`config.mk`:
```
export PLATFORM = sky130hd
export DESIGN_NAME = shift_sequencer
export DESIGN_NICKNAME = d
export VERILOG_FILES = /design/src/rtl/shift_sequencer.sv
export SDC_FILE = /design/constraint.sdc
export NUM_CORES = 1
export LEC_CHECK = 0
export ABC_AREA = 1
export ABC_CLOCK_PERIOD_IN_PS = 1600
export BUFFER_PORTS_ARGS = -buffer_cell sky130_fd_sc_hd__buf_2
export CORE_MARGIN = 2
export CORE_UTILIZATION = 53
export CTS_CLUSTER_SIZE = 8
export DETAILED_ROUTE_END_ITERATION = 8
export PLACE_DENSITY_LB_ADDON = 0.15
export SLEW_MARGIN = 20
export SYNTH_ARGS = -nofsm -noshare
export SYNTH_HDL_FRONTEND = slang
export SYNTH_SLANG_ARGS = --single-unit
export TNS_END_PERCENT = 5
```
`constraint.sdc`:
```
create_clock -name clk -period 1.6 [get_ports clk]
set_input_delay 0.16 -clock clk [delete_from_list [all_inputs] [get_ports clk]]
set_output_delay 0.16 -clock clk [all_outputs]
set_load 0.005 [all_outputs]
```
`src/rtl/shift_sequencer.sv`:
```
// Multi-cycle shifter: applies one single-position shift per clock for 0..2^CW-1 steps
// and reports result, last carry-out and zero flag through a start/done handshake.
module shift_sequencer #(
  parameter int WIDTH = 16,
  parameter int CW    = 4
) (
  input  logic             clk,
  input  logic             reset,
  input  logic             start,
  input  logic             abort,
  input  logic [WIDTH-1:0] value,
  input  logic [1:0]       op,
  input  logic [CW-1:0]    amount,
  output logic             ready,
  output logic             busy,
  output logic             done,
  output logic [WIDTH-1:0] result,
  output logic             carry,
  output logic             zero
);

  typedef enum logic [1:0] {
    IDLE  = 2'b00,
    SHIFT = 2'b01,
    DONE  = 2'b10
  } state_e;

  localparam logic [1:0]    OP_PASS = 2'b00;
  localparam logic [1:0]    OP_LSL  = 2'b01;
  localparam logic [1:0]    OP_LSR  = 2'b10;
  localparam logic [1:0]    OP_ASR  = 2'b11;
  localparam logic [CW-1:0] CNT_ONE = {{(CW-1){1'b0}}, 1'b1};

  state_e           state_q, state_d;
  logic [WIDTH-1:0] result_q, result_d;
  logic             carry_q, carry_d;
  logic [CW-1:0]    count_q, count_d;
  logic [1:0]       op_q, op_d;
  logic [WIDTH:0]   step_s;

  // Unrecognised (including X) encodings collapse to pass-through.
  function automatic logic [1:0] op_clean(input logic [1:0] o);
    logic [1:0] r;
    case (o)
      OP_LSL:  r = OP_LSL;
      OP_LSR:  r = OP_LSR;
      OP_ASR:  r = OP_ASR;
      default: r = OP_PASS;
    endcase
    return r;
  endfunction

  // Returns {bit shifted out, shifted value} for one position.
  function automatic logic [WIDTH:0] shift_step(input logic [1:0] o, input logic [WIDTH-1:0] r);
    logic [WIDTH:0] s;
    case (o)
      OP_LSL:  s = {r[WIDTH-1], r[WIDTH-2:0], 1'b0};
      OP_LSR:  s = {r[0], 1'b0, r[WIDTH-1:1]};
      OP_ASR:  s = {r[0], r[WIDTH-1], r[WIDTH-1:1]};
      default: s = {1'b0, r};
    endcase
    return s;
  endfunction

  // Next-state and datapath update.
  always_comb begin
    state_d  = state_q;
    result_d = result_q;
    carry_d  = carry_q;
    count_d  = count_q;
    op_d     = op_q;
    step_s   = shift_step(op_q, result_q);
    case (state_q)
      IDLE: begin
        if (start) begin
          result_d = value;
          carry_d  = 1'b0;
          count_d  = amount;
          op_d     = op_clean(op);
          if ((amount != {CW{1'b0}}) && (op_clean(op) != OP_PASS)) begin
            state_d = SHIFT;
          end else begin
            state_d = DONE;
          end
        end else begin
          state_d = IDLE;
        end
      end
      SHIFT: begin
        if (abort) begin
          state_d = IDLE;
        end else begin
          result_d = step_s[WIDTH-1:0];
          carry_d  = step_s[WIDTH];
          count_d  = count_q - CNT_ONE;
          if (count_q == CNT_ONE) begin
            state_d = DONE;
          end else begin
            state_d = SHIFT;
          end
        end
      end
      DONE: begin
        state_d = IDLE;
      end
      default: begin
        state_d = IDLE;
      end
    endcase
  end

  // State and operand registers.
  always_ff @(posedge clk or posedge reset) begin
    if (reset) begin
      state_q  <= IDLE;
      result_q <= {WIDTH{1'b0}};
      carry_q  <= 1'b0;
      count_q  <= {CW{1'b0}};
      op_q     <= OP_PASS;
    end else begin
      state_q  <= state_d;
      result_q <= result_d;
      carry_q  <= carry_d;
      count_q  <= count_d;
      op_q     <= op_d;
    end
  end

  assign ready  = (state_q == IDLE);
  assign busy   = (state_q == SHIFT) || (state_q == DONE);
  assign done   = (state_q == DONE);
  assign result = result_q;
  assign carry  = carry_q;
  assign zero   = (result_q == {WIDTH{1'b0}});

endmodule

```
==> summary.txt <==
outcome: complete, no violations
DRC violations left: 0
PwrDens: 1710 nW/µm²
TritonCTS clock tree: yes
met3 routed WL: 160 µm
Setup Viol. Count Final: 0
flop2flop setup slack: 110 ps
Final Routed Wirelength: 4.30 mm
DRT met1 WL: 2.05 mm
sequential share of power: 0.324
WHS Endpoint: state_q[1]
area fraction of the dominant cell type after synthesis: 0.335
clock latency on the worst-skew pair: 320 ps
crit path DAT: 1710 ps
WHS: 100 ps
ant diodes: 0
clk buf depth: 2
worst rel slew slack: 0.777
chip height: 63.4 µm
area grow syn2layout: 22.4%
layout cells sized above 1: 0.237
DP Wirelength: 3.11 mm
Reg clk slew, reported paths: 130 ps
maximum VDD drop: 0.858 mV
worst flop-to-flop path startpoint: op_q[1]
first-pass GRT wire length: 7.67 mm
synthesized area: 1870 µm²
final hold viol count: 0
Final ANT Viol Nets: 0
Startpoint Class: flop
largest net degree at the start of global routing: 26
hold path depth: 3
max layer used: met4
via count: 1887
Avg Cell Area, Syn: 6.54 µm²
number of synthesized flops with an enable pin: 0
GRT Util Overall: 0.236
top cells by count, synth: nand2_1, dfrtp_1, nand3_1, nor2_1, inv_1
die area: 4020 µm²
main flop type after synthesis: dfrtp_1
wire length per cell: 11.1 µm
Synth area leaders: dfrtp_1, nand2_1, ha_1
Net Sw Power: 1.89 mW
# IOs: 47
Worst Tran Pin Value: 335 ps
post-synthesis sequential area ratio: 0.335
Mapped Cells: 286
ys async rst share: 1.00
Chip Width: 63.4 µm
period utilisation layout: 0.928
clock sink count: 25
Core Rows: 21
Gate power share: 0.602
Mapped Nets: 322
Max Fanout on Critical Path: 15
worst min-delay path class: input pin to flop
Slew Limit Fails: 0
Req. time, crit path: 1830 ps
CTS Buf Count: 3
YS warnings: 0
R2R depth: 7
Core Box Area: 3360 µm²
fin nets: 379
gr ovfl total: 0
clock power share: 0.074
Clock Skew: 9.94 ps
max-cap violation count: 0
total iterations of the first detailed-routing run: 6
Min Clock Period, post-route: 1490 ps
DR iter-0 viols: 110
RR Endpoint: result[13]
met2 wire length: 2.03 mm
initial antenna violation count: 0
vias in the first global route: 1818
endpoint class of the critical path: flop
hold wc startpoint: start
Switching Share: 0.484
Fill cells: 316
htree depth: 1
gpl congestion: 0.800
Port Buf Inserts: 46
routed vias/inst: 4.86
crit path kind: flop to flop
CTS root buffer: clkbuf_4
Synth cell types: 23
flop and latch count out of synthesis: 25
most frequent cell after synthesis: nand2_1
Synth area leader: dfrtp_1
LEAKAGE: 1.31 nW
Starting Density: 0.556
setup TNS: 0 ps
maximum clock frequency: 673 MHz
P_int: 2.02 mW
-- through the flow --
stage | setup slack [ps] | area, µm² | power [mW] | util | std cells
after floorplan | 131 | 1870 | 2.81 | - | 286
after global placement | 61.9 | 2190 | 3.48 | 0.652 | 380
after detailed placement | 54.9 | 2190 | 3.52 | 0.652 | 380
after CTS | 19.8 | 2230 | 3.82 | 0.663 | 385
after global routing | -13.4 | 2290 | 4.37 | 0.680 | 388
final | 114 | 2290 | 3.91 | 0.680 | 388
-- per-layer routing --
metal / track usage / up-vias
met5: 0 / -
met4: 0.0734 / 0
met3: 0.0268 / 5
met2: 0.412 / 41
met1: 0.304 / 845
li1: - / 996
-- kinds of logic after synthesis --
family          synth area share
buf+inv                   0.0743
fa+ha+maj                 0.0669
simple gates               0.495
flops                      0.335
compound gates            0.0248
xor+xnor                 0.00469
-- power groups by stage --
stage                     combinational, mW  clock, mW  sequential (mW)
after floorplan                        1.59          0             1.22
after global placement                 2.21          0             1.27
after global routing                   2.70      0.335             1.33
final                                  2.36      0.289             1.27
after detailed placement               2.24          0             1.28
after CTS                              2.26      0.297             1.26
-- cells in the final DEF, fill, tap and decap left out --
master / instances
nand2_1: 156
buf_2: 46
dfrtp_1: 25
nor2_1: 21
nand3_1: 21
inv_1: 15
buf_4: 14
ha_1: 7
o21ai_0: 6
nand2_2: 3
nor2_4: 3
nand4_1: 3
clkbuf_4: 3
nand2_8: 2
inv_2: 2
a21oi_1: 2
ha_4: 2
inv_6: 1
nand3_4: 1
nand2_4: 1
nor3_4: 1
nor3b_1: 1
o22ai_1: 1
xnor2_1: 1
ha_2: 1
clkbuf_1: 1
dlygate4sd3_1: 1
buf_12: 1
-- registers in the layout, summed over array words and instances, names as in the netlist --
signal   cells
op_q         2
carry        1
result      16
state_q      2
count_q      4
-- cell type report --
| cell class | count | area [µm²] | share of cell area |
|---|---|---|---|
| sequential | 25 | 626 | 0.273 |
| timing repair buffer | 62 | 365 | 0.160 |
| inverter | 18 | 72.6 | 0.0317 |
| tap | 46 | 57.6 | 0.0252 |
| multi-input combinational | 233 | 1140 | 0.499 |
| clock buffer | 4 | 26.3 | 0.0115 |
-- worst max path at each step --
| stage | slack, ps | endpoint | from |
|---|---|---|---|
| after detailed placement | 50 | result[2] | state_q[1] |
| after floorplan | 130 | result[2] | state_q[0] |
| after global placement | 60 | result[8] | state_q[1] |
| after global routing | -10 | count_q[1] | state_q[0] |
| after CTS | 20 | result[2] | state_q[1] |
| final | 110 | result[13] | op_q[1] |
-- worst max-delay path, stage by stage, from the launching register on --
cell and delay [ps]:
dfrtp_1 420, buf_4 150, ha_1 230, nor3_4 260, nor2_4 70, buf_12 150, nand2_1 60, nand2_1 40
-- what timing repair did --
item,in CTS,in global routing
resized for setup,0,7
hold endpoints to repair,25,0
endpoints found under the setup margin,0,21
hold buffers,1,0
buffers inserted,0,3
Power figures use the tool's default switching activity.
